<file path="config.mk">
export PLATFORM = sky130hd
export DESIGN_NAME = axil_axi_adapter
export DESIGN_NICKNAME = d
export VERILOG_FILES = /design/src/rtl/axil_axi_adapter.sv
export SDC_FILE = /design/constraint.sdc
export NUM_CORES = 1
export LEC_CHECK = 0
export BUFFER_PORTS_ARGS = -buffer_cell sky130_fd_sc_hd__buf_2
export CAP_MARGIN = 20
export CORE_AREA = 2 2 148 150
export DETAILED_ROUTE_END_ITERATION = 10
export DIE_AREA = 0 0 150 152
export GPL_ROUTABILITY_DRIVEN = 0
export PLACE_DENSITY = 0.58
export SETUP_SLACK_MARGIN = 0.02
export SLEW_MARGIN = 20
export SYNTH_ARGS = -nofsm -noshare
export SYNTH_HDL_FRONTEND = slang
export SYNTH_SLANG_ARGS = --single-unit
</file>
<file path="constraint.sdc">
create_clock -name clk -period 11.1 [get_ports clk]
set_clock_uncertainty 0.1 [all_clocks]
set_input_delay 0.555 -clock clk [delete_from_list [all_inputs] [get_ports clk]]
set_output_delay 0.555 -clock clk [all_outputs]
set_load 0.01 [all_outputs]
</file>
<file path="src/rtl/axil_axi_adapter.sv">
// rtl/axil_axi_adapter.sv - AXI4-Lite slave to AXI4 master bridge, single-beat bursts, one outstanding per path.
// Optional AXIL_AXI_ADAPTER_RESP_CHECK_EN: flags ID / RLAST mismatches as SLVERR.
module axil_axi_adapter #(
    parameter int ADDR_WIDTH = 32,
    parameter int DATA_WIDTH = 32,
    parameter int STRB_WIDTH = DATA_WIDTH / 8,
    parameter int ID_WIDTH = 8,
    parameter int AXI_ID = 0,
    parameter logic [3:0] AXI_CACHE = 4'b0011
) (
    input  logic                  clk,
    input  logic                  rst,

    input  logic [ADDR_WIDTH-1:0] s_axil_awaddr,
    input  logic [2:0]            s_axil_awprot,
    input  logic                  s_axil_awvalid,
    output logic                  s_axil_awready,
    input  logic [DATA_WIDTH-1:0] s_axil_wdata,
    input  logic [STRB_WIDTH-1:0] s_axil_wstrb,
    input  logic                  s_axil_wvalid,
    output logic                  s_axil_wready,
    output logic [1:0]            s_axil_bresp,
    output logic                  s_axil_bvalid,
    input  logic                  s_axil_bready,
    input  logic [ADDR_WIDTH-1:0] s_axil_araddr,
    input  logic [2:0]            s_axil_arprot,
    input  logic                  s_axil_arvalid,
    output logic                  s_axil_arready,
    output logic [DATA_WIDTH-1:0] s_axil_rdata,
    output logic [1:0]            s_axil_rresp,
    output logic                  s_axil_rvalid,
    input  logic                  s_axil_rready,

    output logic [ID_WIDTH-1:0]   m_axi_awid,
    output logic [ADDR_WIDTH-1:0] m_axi_awaddr,
    output logic [7:0]            m_axi_awlen,
    output logic [2:0]            m_axi_awsize,
    output logic [1:0]            m_axi_awburst,
    output logic                  m_axi_awlock,
    output logic [3:0]            m_axi_awcache,
    output logic [2:0]            m_axi_awprot,
    output logic                  m_axi_awvalid,
    input  logic                  m_axi_awready,
    output logic [DATA_WIDTH-1:0] m_axi_wdata,
    output logic [STRB_WIDTH-1:0] m_axi_wstrb,
    output logic                  m_axi_wlast,
    output logic                  m_axi_wvalid,
    input  logic                  m_axi_wready,
    input  logic [ID_WIDTH-1:0]   m_axi_bid,
    input  logic [1:0]            m_axi_bresp,
    input  logic                  m_axi_bvalid,
    output logic                  m_axi_bready,
    output logic [ID_WIDTH-1:0]   m_axi_arid,
    output logic [ADDR_WIDTH-1:0] m_axi_araddr,
    output logic [7:0]            m_axi_arlen,
    output logic [2:0]            m_axi_arsize,
    output logic [1:0]            m_axi_arburst,
    output logic                  m_axi_arlock,
    output logic [3:0]            m_axi_arcache,
    output logic [2:0]            m_axi_arprot,
    output logic                  m_axi_arvalid,
    input  logic                  m_axi_arready,
    input  logic [ID_WIDTH-1:0]   m_axi_rid,
    input  logic [DATA_WIDTH-1:0] m_axi_rdata,
    input  logic [1:0]            m_axi_rresp,
    input  logic                  m_axi_rlast,
    input  logic                  m_axi_rvalid,
    output logic                  m_axi_rready
);

    localparam logic [2:0] AXI_SIZE = 3'($clog2(STRB_WIDTH));
    localparam logic [ID_WIDTH-1:0] ID_VAL = ID_WIDTH'(AXI_ID);

    typedef enum logic [1:0] {WR_IDLE, WR_ISSUE, WR_WAIT_B, WR_RESP} wr_state_t;
    typedef enum logic [1:0] {RD_IDLE, RD_ISSUE, RD_WAIT_R, RD_RESP} rd_state_t;

    wr_state_t wr_state, wr_state_next;
    rd_state_t rd_state, rd_state_next;

    logic                  aw_held, w_held, aw_done, w_done;
    logic [ADDR_WIDTH-1:0] awaddr_q, araddr_q;
    logic [2:0]            awprot_q, arprot_q;
    logic [DATA_WIDTH-1:0] wdata_q, rdata_q;
    logic [STRB_WIDTH-1:0] wstrb_q;
    logic [1:0]            bresp_q, rresp_q;
    logic [1:0]            bresp_in, rresp_in;

`ifdef AXIL_AXI_ADAPTER_RESP_CHECK_EN
    assign bresp_in = (m_axi_bid != ID_VAL) ? 2'b10 : m_axi_bresp;
    assign rresp_in = ((m_axi_rid != ID_VAL) || !m_axi_rlast) ? 2'b10 : m_axi_rresp;
`else
    logic unused_resp_fields;
    assign unused_resp_fields = ^{m_axi_bid, m_axi_rid, m_axi_rlast};
    assign bresp_in = m_axi_bresp;
    assign rresp_in = m_axi_rresp;
`endif

    // Burst shape is fixed: every transaction is one full-width INCR beat.
    assign m_axi_awid    = ID_VAL;
    assign m_axi_awaddr  = awaddr_q;
    assign m_axi_awlen   = 8'd0;
    assign m_axi_awsize  = AXI_SIZE;
    assign m_axi_awburst = 2'b01;
    assign m_axi_awlock  = 1'b0;
    assign m_axi_awcache = AXI_CACHE;
    assign m_axi_awprot  = awprot_q;
    assign m_axi_wdata   = wdata_q;
    assign m_axi_wstrb   = wstrb_q;
    assign m_axi_wlast   = 1'b1;
    assign m_axi_arid    = ID_VAL;
    assign m_axi_araddr  = araddr_q;
    assign m_axi_arlen   = 8'd0;
    assign m_axi_arsize  = AXI_SIZE;
    assign m_axi_arburst = 2'b01;
    assign m_axi_arlock  = 1'b0;
    assign m_axi_arcache = AXI_CACHE;
    assign m_axi_arprot  = arprot_q;
    assign s_axil_bresp  = bresp_q;
    assign s_axil_rdata  = rdata_q;
    assign s_axil_rresp  = rresp_q;

    always_ff @(posedge clk or posedge rst) begin
        if (rst) begin
            wr_state <= WR_IDLE;
            rd_state <= RD_IDLE;
        end else begin
            wr_state <= wr_state_next;
            rd_state <= rd_state_next;
        end
    end

    always_comb begin
        wr_state_next  = wr_state;
        s_axil_awready = 1'b0;
        s_axil_wready  = 1'b0;
        s_axil_bvalid  = 1'b0;
        m_axi_awvalid  = 1'b0;
        m_axi_wvalid   = 1'b0;
        m_axi_bready   = 1'b0;
        case (wr_state)
            WR_IDLE: begin
                s_axil_awready = !aw_held;
                s_axil_wready  = !w_held;
                if ((aw_held || s_axil_awvalid) && (w_held || s_axil_wvalid))
                    wr_state_next = WR_ISSUE;
            end
            WR_ISSUE: begin
                m_axi_awvalid = !aw_done;
                m_axi_wvalid  = !w_done;
                if ((aw_done || m_axi_awready) && (w_done || m_axi_wready))
                    wr_state_next = WR_WAIT_B;
            end
            WR_WAIT_B: begin
                m_axi_bready = 1'b1;
                if (m_axi_bvalid)
                    wr_state_next = WR_RESP;
            end
            WR_RESP: begin
                s_axil_bvalid = 1'b1;
                if (s_axil_bready)
                    wr_state_next = WR_IDLE;
            end
            default: wr_state_next = WR_IDLE;
        endcase
    end

    always_comb begin
        rd_state_next  = rd_state;
        s_axil_arready = 1'b0;
        s_axil_rvalid  = 1'b0;
        m_axi_arvalid  = 1'b0;
        m_axi_rready   = 1'b0;
        case (rd_state)
            RD_IDLE: begin
                s_axil_arready = 1'b1;
                if (s_axil_arvalid)
                    rd_state_next = RD_ISSUE;
            end
            RD_ISSUE: begin
                m_axi_arvalid = 1'b1;
                if (m_axi_arready)
                    rd_state_next = RD_WAIT_R;
            end
            RD_WAIT_R: begin
                m_axi_rready = 1'b1;
                if (m_axi_rvalid)
                    rd_state_next = RD_RESP;
            end
            RD_RESP: begin
                s_axil_rvalid = 1'b1;
                if (s_axil_rready)
                    rd_state_next = RD_IDLE;
            end
            default: rd_state_next = RD_IDLE;
        endcase
    end

    // AW and W may land in different cycles; each is latched once and held until the response retires.
    always_ff @(posedge clk or posedge rst) begin
        if (rst) begin
            aw_held  <= 1'b0;
            w_held   <= 1'b0;
            aw_done  <= 1'b0;
            w_done   <= 1'b0;
            awaddr_q <= '0;
            awprot_q <= '0;
            wdata_q  <= '0;
            wstrb_q  <= '0;
            bresp_q  <= '0;
        end else begin
            case (wr_state)
                WR_IDLE: begin
                    aw_done <= 1'b0;
                    w_done  <= 1'b0;
                    if (s_axil_awvalid && !aw_held) begin
                        aw_held  <= 1'b1;
                        awaddr_q <= s_axil_awaddr;
                        awprot_q <= s_axil_awprot;
                    end
                    if (s_axil_wvalid && !w_held) begin
                        w_held  <= 1'b1;
                        wdata_q <= s_axil_wdata;
                        wstrb_q <= s_axil_wstrb;
                    end
                end
                WR_ISSUE: begin
                    if (m_axi_awvalid && m_axi_awready) aw_done <= 1'b1;
                    if (m_axi_wvalid && m_axi_wready) w_done <= 1'b1;
                end
                WR_WAIT_B: begin
                    if (m_axi_bvalid) bresp_q <= bresp_in;
                end
                WR_RESP: begin
                    if (s_axil_bready) begin
                        aw_held <= 1'b0;
                        w_held  <= 1'b0;
                    end
                end
                default: ;
            endcase
        end
    end

    always_ff @(posedge clk or posedge rst) begin
        if (rst) begin
            araddr_q <= '0;
            arprot_q <= '0;
            rdata_q  <= '0;
            rresp_q  <= '0;
        end else begin
            if (rd_state == RD_IDLE && s_axil_arvalid) begin
                araddr_q <= s_axil_araddr;
                arprot_q <= s_axil_arprot;
            end
            if (rd_state == RD_WAIT_R && m_axi_rvalid) begin
                rdata_q <= m_axi_rdata;
                rresp_q <= rresp_in;
            end
        end
    end

endmodule

</file>
# [Word level (Yosys, flattened, before mapping)]
# Index checks and enable logic that the tools add are counted.
[totals] regBits=150 input_bits=171 output_inout_bits=205
[classes] eq_ne=18 mux=29 reduce_logical=29
[ops] op="2-bit inequality test (second input constant)" n=12
[ops] op="2-bit 2-to-1 mux" n=8
[ops] op="2-bit case mux with 4 select lines" n=2
[ops] op="1-bit 2-to-1 mux" n=15
[ops] op="2-bit AND reduction" n=5
[ops] op="2-bit == test (second input constant)" n=4
[ops] op="1-bit logical AND" n=8
[ops] op="1-bit case mux with 2 select lines" n=4
[ops] op="4-bit AND reduction" n=2
[ops] op="3-bit AND reduction" n=2
[ops] op="2-bit by 1-bit == test with 1-bit output (second input constant)" n=2
[ops] op="1-bit logical NOT" n=4
[ops] op="2-bit logical NOT" n=2
[ops] op="1-bit logical OR" n=4
[ops] op="2-bit nonzero test" n=2

# [Longest topological paths before layout]
[depth] depth_word=5 ltp_mapped=8

# [Least setup slack after synthesis]
# OpenSTA, ideal clock, no wires.
[synth_path] path_kind="reg-to-reg" startpoint="reg wr_state[0]" endpoint="reg wdata_q[0] (netlist: m_axi_wdata[0])" setup_ns=0.125 arrival_time_ns=1.596 required_time_ns=10.875 path_slack_ns=9.279 stages_incl_launch_ff=8 path_buffers=2 synth_period_minus_slack_ns=1.821 cell_sequence="dfrtp_1 -> inv_1 -> ha_1 -> buf_4 -> and2b_4 -> nand2_4 -> buf_6 -> mux2_4"
[synth_between] elab_chain_cells=2
[synth_rtl] item="start, declared" line="77" source="wr_state_t wr_state, wr_state_next;"
[synth_rtl] item="start signal, assigned" line="127" source="wr_state <= wr_state_next;"
[synth_rtl] item="2-bit logical NOT" line="211" source="case (wr_state)"
[synth_rtl] item="2-bit AND reduction (no line)"
[synth_rtl] item="end signal, assigned" line="222" source="wdata_q <= s_axil_wdata;"
[synth_rtl] item="end, declared" line="83" source="logic [DATA_WIDTH-1:0] wdata_q, rdata_q;"
# Every way passes these cells.
# A chain may end at the register's enable or synchronous reset.

# [Worst setup path in the final report]
[layout_path] startpoint="reg wr_state[0]" endpoint="out s_axil_wready"
[layout_between] elab_chain_cells=2
[layout_rtl] item="2-bit logical NOT" line="140" source="case (wr_state)"
[layout_rtl] item="1-bit 2-to-1 mux" line="140"
[layout_rtl] item="end, declared" line="21" source="output logic s_axil_wready,"
# Every way passes these cells.

==> summary.md <==
| Metric | Value |
|---|---|
| Outcome | completed |
| Via count | 4269 |
| PortBufs | 305 |
| H-tree depth | 4 |
| Hpwl dp | 10800 um |
| Max incr delay on CP | 0.43 ns |
| Total track usage | 0.129 |
| Final worst setup slack | 8.72 ns |
| CP Capture Type | output pin |
| RSZ-0062 raised after global routing | no |
| Async SR Flop Fraction | 1.00 |
| Least-Margin Pin Slew | 0.847 ns |
| Synth Register Bits | 150 |
| Full die area | 0.0228 mm^2 |
| Synthesized area | 0.00645 mm^2 |
| Setup violators final | 0 |
| CP cell instances | inv_1 -> ha_1 -> and2b_4 -> buf_2 |
| Global route overflow | 0 |
| Synth Warn # | 0 |
| First-pass GRT wire length | 23000 um |
| Slew Viols, Final | 0 |
| Gr busiest metal | met2 |
| Fmax | 0.420 GHz |
| Worst path bufs/invs | 2 |
| Post-route ant nets | 0 |
| Top post-synthesis cells by count | dfrtp_1, mux2_2, buf_4 |
| Site Rows | 54 |
| # clock sinks | 150 |
| Number of global-route vias before repair | 4313 |
| Peak VDD IR | 0.110 mV |
| Most numerous cell in the Yosys netlist | dfrtp_1 |
| Initial antenna violation count | 1 |
| I/O pin cnt | 376 |
| Nets | 916 |
| Wire length per cell | 14.4 um |
| Synth cell types | 33 |
| Met1 GRT Util | 0.145 |
| Placed Cells | 996 |
| Met3 Usage GRT | 0.0535 |
| Minimum clock period | 2.38 ns |
| Post-Route WL | 14800 um |
| Sequential area share after synthesis | 0.582 |
| Worst path slowest cell | dfrtp_1 |
| Initial detailed-routing violation count | 117 |
| PwrDens | 300 mW/mm^2 |
| Die height | 152 um |
| Top cell type's share of synthesized area | 0.582 |
| Critical Path AT | 1.73 ns |
| DRC errors left | 0 |
| EDFF count, synth | 0 |
| CTS Hold Bufs | 0 |
| Core area | 0.0214 mm^2 |
| Met2 usage | 0.227 |
| Filler instances | 2068 |
| Tcrit/Tclk final | 0.214 |
| Final hold vios | 0 |
| DIE WIDTH | 150 um |
| Root Driver | clkbuf_16 |
| Post-Synthesis Cells | 423 |
| DR pass1 iterations | 4 |
| Max_slew headroom | 0.435 |
| CTS Buf Count | 17 |
| Worst Path Max Fanout | 10 |
| Area leader, netlist | dfrtp_1 |
| Hold crit path type | in2async |
| P_leak | 4.48 nW |
| Critical path's top delay family | flip-flops |
| Vias/cell | 4.15 |
| Ranking of synthesized cells by area | dfrtp_1, mux2_2, mux2_4 |
| Max Cap Viol | 0 |
| CP Data Required Time | 10.45 ns |
| Setup TNS | 0 ns |
| Max clock buf depth | 2 |
| Initial Utilization | 0.302 |
| Layout cells sized above 1 | 0.652 |
| Setup Crit Path Kind | reg2out |
| Largest net degree at the start of global routing | 93 |
| # Post-CTS Setup Buffers | 0 |
| Worst skew pair latency | 0.41 ns |
| Final Instance Count excl. Fillers | 1029 |
| Area added between synthesis and finish | 33.9% |
| Crit start category | flop |
| Worst slack at placement | 8.82 ns |
| Post-CTS Resized | 0 |
| TritonCTS clock tree | done |
| Syn Area/Cell | 15.3 um^2 |
| Ys flop type | dfrtp_1 |
| Final core occ | 0.405 |
| Clk slew on worst S/H paths | 0.07 ns |
## sequential cells by signal, summed over array words and instances, names as in the netlist
register	cells
m_axi_araddr	32
rd_state	2
s_axil_rdata	32
m_axi_wdata	32
s_axil_bresp	2
w_done	1
m_axi_arprot	3
w_held	1
m_axi_awaddr	32
wr_state	2
aw_held	1
s_axil_rresp	2
aw_done	1
m_axi_wstrb	4
m_axi_awprot	3
## power breakdown
group          switching (mW)  internal, mW  total (mW)  leakage [nW]
registers               0.136         0.829       0.965          1.78
clock network           0.241         0.342       0.582         0.278
logic                   0.488         0.561        1.05          2.43
## metrics by stage
step / power [mW] / hold slack [ns] / cell area (um^2)
global placement: 2.02 / 0.370 / 8050
finish: 2.60 / 0.209 / 8640
global route: 2.78 / 0.234 / 8640
floorplan: 1.65 / 0.413 / 6650
CTS: 2.64 / 0.234 / 8640
detailed placement: 2.04 / 0.382 / 8050
## routing by layer
layer,share of wire,wire length [um]
met1,0.39,5790
met2,0.51,7550
met3,0.092,1360
met4,0.0087,129
met5,0,0
## kinds of logic after synthesis
| logic type | Yosys count | share of synthesized area |
|---|---|---|
| flops | 150 | 0.582 |
| mux | 144 | 0.268 |
| buf+inv | 77 | 0.0843 |
| simple gates | 22 | 0.0217 |
| compound gates | 18 | 0.0235 |
| fa+ha+maj | 10 | 0.0194 |
| other cells | 2 | 0.00116 |
## layout by cell type, fill, tap and decap left out, types with 2 or more instances in the layout
cell,instances
clkinv_4,3
clkinvlp_4,3
clkbuf_16,17
clkbuf_1,2
nand2_1,4
dfrtp_1,150
nand2_4,2
o31ai_1,2
nor2_1,4
a21oi_1,6
mux2_4,30
buf_2,305
inv_1,9
buf_4,3
ha_1,10
conb_1,53
mux2_2,112
nor2b_1,5
inv_6,5
o221ai_1,2
bufinv_16,2
and2b_1,2
## worst register-to-register path, cell delays in order (launching register included)
cell	delay, ns
dfrtp_1	0.43
inv_1	0.14
ha_1	0.38
and2b_4	0.23
nand2_4	0.34
mux2_4	0.48
## layout make-up
| cell class | instances | area, um^2 | share of cell area |
|---|---|---|---|
| Clock buffer | 20 | 447 | 0.0517 |
| Clock inverter | 12 | 144 | 0.0167 |
| Antenna cell | 1 | 2.50 | 0.000290 |
| Inverter | 11 | 46.3 | 0.00536 |
| Tap cell | 280 | 350 | 0.0405 |
| Sequential cell | 150 | 3750 | 0.434 |
| Timing Repair Buffer | 308 | 1550 | 0.179 |
| Multi-Input combinational cell | 247 | 2350 | 0.272 |
## final timing paths
kind                                    from               end  slack, ns  cells past startpoint
setup / recovery                 wr_state[0]     s_axil_wready       8.72                      4
max in group asynchronous                rst   m_axi_awaddr[7]       9.33                      3
setup reg to reg                 wr_state[0]   m_axi_wdata[15]       8.88                      5
hold / removal                           rst  m_axi_araddr[26]       0.21                      2
hold reg to reg             m_axi_awaddr[21]  m_axi_awaddr[21]       0.39                      1
min in group clk           s_axil_awaddr[21]  m_axi_awaddr[21]       0.26                      2
Note: power is estimated with default switching activity, not from simulation.
